[src/rtl/cpu_sequencer.sv]
// cpu_sequencer: multi-cycle control FSM for an RV32I data path.
// Handles the imem/dmem req/ack handshakes, decodes each instruction and
// drives the data path strobes. Every output is registered.
module cpu_sequencer #(
    parameter int unsigned ACK_TIMEOUT = 16,
    parameter int unsigned TMO_W       = 5
) (
    input  logic        clk,
    input  logic        rst,
    input  logic [31:0] instr,
    input  logic        imem_ack,
    input  logic        dmem_ack,
    input  logic        br_taken,
    output logic        imem_req,
    output logic        dmem_req,
    output logic        ir_we,
    output logic        pc_we,
    output logic        pc_src,
    output logic        reg_write,
    output logic        dm_write,
    output logic        wd_src,
    output logic [3:0]  alu_control,
    output logic [2:0]  imm_sel,
    output logic [2:0]  br_sel,
    output logic [2:0]  dm_sel,
    output logic [2:0]  store_sel,
    output logic        trap
);

    typedef enum logic [2:0] {FETCH, DECODE, EXEC, MEM, WB, TRAP} state_t;

    localparam logic [6:0] OPC_LUI    = 7'b0110111;
    localparam logic [6:0] OPC_AUIPC  = 7'b0010111;
    localparam logic [6:0] OPC_JAL    = 7'b1101111;
    localparam logic [6:0] OPC_JALR   = 7'b1100111;
    localparam logic [6:0] OPC_BRANCH = 7'b1100011;
    localparam logic [6:0] OPC_LOAD   = 7'b0000011;
    localparam logic [6:0] OPC_STORE  = 7'b0100011;
    localparam logic [6:0] OPC_OPIMM  = 7'b0010011;
    localparam logic [6:0] OPC_OP     = 7'b0110011;

    localparam logic [3:0] ALU_ADD = 4'd0, ALU_SUB = 4'd1, ALU_AND = 4'd2, ALU_OR   = 4'd3;
    localparam logic [3:0] ALU_XOR = 4'd4, ALU_SLL = 4'd5, ALU_SRL = 4'd6, ALU_SRA  = 4'd7;
    localparam logic [3:0] ALU_SLT = 4'd8, ALU_SLTU = 4'd9;

    localparam logic [2:0] IMM_I = 3'd0, IMM_S = 3'd1, IMM_B = 3'd2, IMM_U = 3'd3, IMM_J = 3'd4;

    state_t           state, state_n;
    logic [6:0]       ir_op, ir_op_n;
    logic [4:0]       ir_rd, ir_rd_n;
    logic [2:0]       ir_f3, ir_f3_n;
    logic             ir_b30, ir_b30_n;
    logic [TMO_W-1:0] tmo_cnt, tmo_cnt_n, tmo_inc;
    logic             tmo_hit;

    logic       imem_req_n, dmem_req_n, ir_we_n, pc_we_n, pc_src_n;
    logic       reg_write_n, dm_write_n, wd_src_n, trap_n;
    logic [3:0] alu_control_n;
    logic [2:0] imm_sel_n, f3_n;

    logic is_legal, is_branch, is_load, is_store, is_jump;

    // Immediate/register fields are decoded by the data path, not here.
    logic unused_instr_bits;
    assign unused_instr_bits = ^{instr[31], instr[29:15]};

    // Instruction class flags from the captured opcode
    always_comb begin
        is_branch = (ir_op == OPC_BRANCH);
        is_load   = (ir_op == OPC_LOAD);
        is_store  = (ir_op == OPC_STORE);
        is_jump   = (ir_op == OPC_JAL) || (ir_op == OPC_JALR);
        is_legal  = (ir_op == OPC_LUI)   || (ir_op == OPC_AUIPC) || is_jump || is_branch ||
                    is_load || is_store  || (ir_op == OPC_OPIMM) || (ir_op == OPC_OP);
        tmo_inc   = tmo_cnt + TMO_W'(1);
        tmo_hit   = (ACK_TIMEOUT != 0) && (tmo_inc == TMO_W'(ACK_TIMEOUT));
    end

    // Next-state and next-output logic; pulse strobes default low every cycle
    always_comb begin
        state_n       = state;
        ir_op_n       = ir_op;
        ir_rd_n       = ir_rd;
        ir_f3_n       = ir_f3;
        ir_b30_n      = ir_b30;
        tmo_cnt_n     = tmo_cnt;
        imem_req_n    = 1'b0;
        dmem_req_n    = 1'b0;
        ir_we_n       = 1'b0;
        pc_we_n       = 1'b0;
        pc_src_n      = 1'b0;
        reg_write_n   = 1'b0;
        dm_write_n    = 1'b0;
        trap_n        = 1'b0;
        wd_src_n      = wd_src;
        alu_control_n = alu_control;
        imm_sel_n     = imm_sel;
        f3_n          = br_sel;

        unique case (state)
            FETCH: begin
                if (!imem_req) begin
                    imem_req_n = 1'b1;
                    tmo_cnt_n  = '0;
                end else if (imem_ack) begin
                    ir_op_n   = instr[6:0];
                    ir_rd_n   = instr[11:7];
                    ir_f3_n   = instr[14:12];
                    ir_b30_n  = instr[30];
                    ir_we_n   = 1'b1;
                    tmo_cnt_n = '0;
                    state_n   = DECODE;
                end else if (tmo_hit) begin
                    trap_n  = 1'b1;
                    state_n = TRAP;
                end else begin
                    imem_req_n = 1'b1;
                    tmo_cnt_n  = tmo_inc;
                end
            end
            DECODE: begin
                f3_n     = ir_f3;
                wd_src_n = is_load;
                if (ir_op == OPC_OP || ir_op == OPC_OPIMM) begin
                    unique case (ir_f3)
                        3'b000:  alu_control_n = (ir_op == OPC_OP && ir_b30) ? ALU_SUB : ALU_ADD;
                        3'b001:  alu_control_n = ALU_SLL;
                        3'b010:  alu_control_n = ALU_SLT;
                        3'b011:  alu_control_n = ALU_SLTU;
                        3'b100:  alu_control_n = ALU_XOR;
                        3'b101:  alu_control_n = ir_b30 ? ALU_SRA : ALU_SRL;
                        3'b110:  alu_control_n = ALU_OR;
                        default: alu_control_n = ALU_AND;
                    endcase
                end else if (is_branch) begin
                    alu_control_n = ALU_SUB;
                end else begin
                    alu_control_n = ALU_ADD;
                end
                if (is_store)                                     imm_sel_n = IMM_S;
                else if (is_branch)                               imm_sel_n = IMM_B;
                else if (ir_op == OPC_LUI || ir_op == OPC_AUIPC)  imm_sel_n = IMM_U;
                else if (ir_op == OPC_JAL)                        imm_sel_n = IMM_J;
                else                                              imm_sel_n = IMM_I;
                if (is_legal) begin
                    state_n = EXEC;
                end else begin
                    trap_n  = 1'b1;
                    state_n = TRAP;
                end
            end
            EXEC: begin
                if (is_branch) begin
                    pc_we_n  = 1'b1;
                    pc_src_n = br_taken;
                    state_n  = FETCH;
                end else if (is_load || is_store) begin
                    dmem_req_n = 1'b1;
                    dm_write_n = is_store;
                    tmo_cnt_n  = '0;
                    state_n    = MEM;
                end else begin
                    state_n = WB;
                end
            end
            MEM: begin
                if (dmem_ack) begin
                    tmo_cnt_n = '0;
                    if (is_store) begin
                        pc_we_n = 1'b1;
                        state_n = FETCH;
                    end else begin
                        state_n = WB;
                    end
                end else if (tmo_hit) begin
                    trap_n  = 1'b1;
                    state_n = TRAP;
                end else begin
                    dmem_req_n = 1'b1;
                    dm_write_n = is_store;
                    tmo_cnt_n  = tmo_inc;
                end
            end
            WB: begin
                reg_write_n = (ir_rd != 5'd0);
                pc_we_n     = 1'b1;
                pc_src_n    = is_jump;
                state_n     = FETCH;
            end
            default: begin
                trap_n = 1'b1;
            end
        endcase
    end

    // State, captured instruction fields and registered outputs
    always_ff @(posedge clk) begin
        if (rst) begin
            state       <= FETCH;
            ir_op       <= '0;
            ir_rd       <= '0;
            ir_f3       <= '0;
            ir_b30      <= 1'b0;
            tmo_cnt     <= '0;
            imem_req    <= 1'b0;
            dmem_req    <= 1'b0;
            ir_we       <= 1'b0;
            pc_we       <= 1'b0;
            pc_src      <= 1'b0;
            reg_write   <= 1'b0;
            dm_write    <= 1'b0;
            wd_src      <= 1'b0;
            alu_control <= '0;
            imm_sel     <= '0;
            br_sel      <= '0;
            dm_sel      <= '0;
            store_sel   <= '0;
            trap        <= 1'b0;
        end else begin
            state       <= state_n;
            ir_op       <= ir_op_n;
            ir_rd       <= ir_rd_n;
            ir_f3       <= ir_f3_n;
            ir_b30      <= ir_b30_n;
            tmo_cnt     <= tmo_cnt_n;
            imem_req    <= imem_req_n;
            dmem_req    <= dmem_req_n;
            ir_we       <= ir_we_n;
            pc_we       <= pc_we_n;
            pc_src      <= pc_src_n;
            reg_write   <= reg_write_n;
            dm_write    <= dm_write_n;
            wd_src      <= wd_src_n;
            alu_control <= alu_control_n;
            imm_sel     <= imm_sel_n;
            br_sel      <= f3_n;
            dm_sel      <= f3_n;
            store_sel   <= f3_n;
            trap        <= trap_n;
        end
    end

endmodule
[config.mk]
export PLATFORM = sky130hd
export DESIGN_NAME = cpu_sequencer
export DESIGN_NICKNAME = d
export VERILOG_FILES = /design/src/rtl/cpu_sequencer.sv
export SDC_FILE = /design/constraint.sdc
export NUM_CORES = 1
export LEC_CHECK = 0
export CAP_MARGIN = 5
export CORE_MARGIN = 3
export CORE_UTILIZATION = 45
export CTS_BUF_LIST = sky130_fd_sc_hd__clkbuf_16
export CTS_CLUSTER_DIAMETER = 50
export DETAILED_ROUTE_END_ITERATION = 10
export PLACE_DENSITY = 0.78
export SYNTH_ARGS = -nofsm -noshare
export SYNTH_HDL_FRONTEND = slang
export SYNTH_SLANG_ARGS = --single-unit
[constraint.sdc]
create_clock -name clk -period 1.9 [get_ports clk]
set_input_delay 0.475 -clock clk [delete_from_list [all_inputs] [get_ports clk]]
set_output_delay 0.475 -clock clk [all_outputs]
set_load 0.02 [all_outputs]
==> metrics.cfg <==
[synth]
synthSimpleGateAreaFrac=0.303
synth_ff_type=dfxtp_1
synth_area_mm2=0.00200
synth_top_area_share=0.430
yosysTopAreaCell=dfxtp_1
synth-adder-area-share=0.00625
synthXorXnorAreaFrac=0.00875
synth_commonest_cells=nand2_1, dfxtp_1, a21oi_1
syn-num-nets=293
synth_top_family_by_area=simple AND/OR/NAND/NOR gates
synth.avg_cell_area_um2=7.85
yosys-top-cells-area=dfxtp_1, nand2_1, a21oi_1, nor2_1, buf_4
async_reset_ff_frac=0
synth_edf_count=0
yosysWarnings=0
synthDistinctLibCells=51
synth_seq_cells=43
synth-compound-area-share=0.182
ys_seq_area_frac=0.430
netlist_instances=255
synth.area.mux_share=0.00500
synth.most_common_cell=nand2_1

[drt]
routed_via_density=5.46
wl_um=4630
route.detailed.drc=0
vias=1910
first_iter_violations=103
drtPass1Iterations=4
wl_per_cell_um=13.2
final_antenna_net_count=0

[grt]
grt_pass1_wl_um=7710
gr-usage-all-layers=0.184
antenna_found_initial=0
grt_pass1_vias=1756
gr-total-overflow=0
grt_max_degree=23

[sta]
timing.hold.ws_ns=0.452
hold_violations=0
clock.fmax_mhz=575
final.setup.tns_ns=0
drv_slew=0
worst_pin_slew_ns=0.399
slew_headroom=0.733
setup_viol_count_final=0
finClkSkew_ns=0.00524
fin_crit_sh=0.915
grt_setup_unrepaired=no
fin_ws_ns=0.161
period_minus_slack_ns=1.74

[pwr]
leakage_nw=0.971
peakVddDrop_v=0.000575
power_density_mw_per_mm2=871

[floorplan]
start_util=0.483
coreArea_mm2=0.00414
ioPinCount=62
rows=23
dieArea_mm2=0.00529
die_w_um=72.7
fp.dieH_um=72.7

[cells_and_area]
drive_above_1_share=0.0800
syn2layout_area_growth_pct=35.4
fillers=383
nets=337
n_antenna_cell=0

[placement]
gp_congestion=0.895
portBuffers=45
place_ws_ns=0.0769
place_hpwl_um=3310

[critical_path]
critPathLaunchType=register
path_buf_inv=1
critical_path_cell_count=1
path_delay_family=buffers and inverters
cp_slowest_cell=clkdlybuf4s50_1
cp_slowest_stage_delay_ns=0.62
critPathKind=reg2out
worstPathMaxFanout=4
path_cells=clkdlybuf4s50_1
rr_worst_depth=7
endpoint_kind=output pin
worst-endpoint-required_ns=1.42
critPathArrivalTime_ns=1.26

[clock_tree]
htreeDepth=2
clockBufferDepth=2
clock_latency_ns=0.28
hold_buffers=0
cts.sinks=43
clockRootBuffer=clkbuf_16
cts_tree=done
clkSlewWorstSetupHoldPaths_ns=0.06
cts_resized=0
post_cts_buffers=0
cts_made_buffers=5

[outcome]
status=finished, final reports clean

[min_path]
holdCritPathClass=reg2reg
holdPathStages=2

[run]
drv_cap=0

-- path summary, 6_finish.rpt --
kind / endpoint / from / slack (ns)
worst min register to register: alu_control[3]$_SDFFE_PP0P_ / alu_control[3]$_SDFFE_PP0P_ / 0.45
worst max register to register: tmo_cnt[3]$_SDFFE_PP0P_ / ir_op[0]$_SDFFE_PP0P_ / 0.22
worst max-delay path: br_sel[2] / store_sel[2]$_SDFFE_PP0P_ / 0.16
worst min-delay path: alu_control[3]$_SDFFE_PP0P_ / alu_control[3]$_SDFFE_PP0P_ / 0.45
-- through the flow --
| stage | std cells | power, W | util | area [um2] |
|---|---|---|---|---|
| 6_report | 350 | 0.00236 | 0.654 | 2710 |
| 5_1_grt | 350 | 0.00245 | 0.654 | 2710 |
| 4_1_cts | 350 | 0.00237 | 0.653 | 2710 |
| 2_1_floorplan | 255 | 0.00115 | - | 2000 |
| 3_3_place_gp | 342 | 0.00127 | 0.607 | 2510 |
| 3_5_place_dp | 342 | 0.00127 | 0.607 | 2510 |
-- registers in the layout, indices dropped and copies added, names as in the netlist --
name / flops
alu_control: 4
dm_write: 1
dmem_req: 1
imem_req: 1
imm_sel: 3
ir_b30: 1
ir_f3: 3
ir_op: 7
ir_rd: 5
ir_we: 1
pc_src: 1
pc_we: 1
reg_write: 1
state: 3
store_sel: 3
tmo_cnt: 5
trap: 1
wd_src: 1
-- logic make-up (layout without fill, tap and decap cells) --
family	Yosys count	in the layout
compound gates	58	58
flops	43	43
mux	1	1
fa+ha+maj	1	1
xor+xnor	2	2
buf+inv	25	70
simple gates	125	125
-- area by class of cell --
class | instances | area, um2 | share of cell area
Clock buffer | 5 | 125 | 0.0462
Sequential cell | 43 | 861 | 0.318
Tap cell | 50 | 62.6 | 0.0231
Inverter | 6 | 22.5 | 0.00831
Multi-Input combinational cell | 187 | 1010 | 0.373
Clock inverter | 3 | 67.6 | 0.0249
Timing Repair Buffer | 56 | 561 | 0.207
-- per-layer routing --
layer	up-vias	wire length [um]	global-route usage
li1	966	-	-
met1	881	2150	0.237
met2	54	2150	0.296
met3	9	247	0.0427
met4	0	74	0.0738
met5	-	0	0
-- report_power, final --
part | total, W | internal (W) | switching [W]
Sequential | 0.000975 | 0.000938 | 0.0000372
Clock | 0.00110 | 0.000752 | 0.000352
Combinational | 0.000280 | 0.000139 | 0.000141
Total | 0.00236 | 0.00183 | 0.000531
-- placed cells by master (no fill, tap or decap), types with 2 or more instances in the layout --
cell type,Yosys,routed
a211oi_1,2,2
a21oi_1,29,29
a22oi_1,2,2
a311oi_1,3,3
a31oi_1,3,3
and2_1,3,3
buf_12,0,2
buf_4,6,9
bufinv_16,0,2
clkbuf_16,0,5
clkdlybuf4s50_1,0,44
dfxtp_1,43,43
inv_1,6,6
nand2_1,52,52
nand2b_1,5,5
nand3_1,7,7
nand4_1,2,2
nand4b_1,2,2
nor2_1,26,26
nor2b_1,6,6
nor3_1,5,5
nor4_1,2,2
nor4b_1,2,2
o21ai_0,6,6
or3_1,2,2
xnor2_1,2,2
Power figures use the tool's default switching activity.
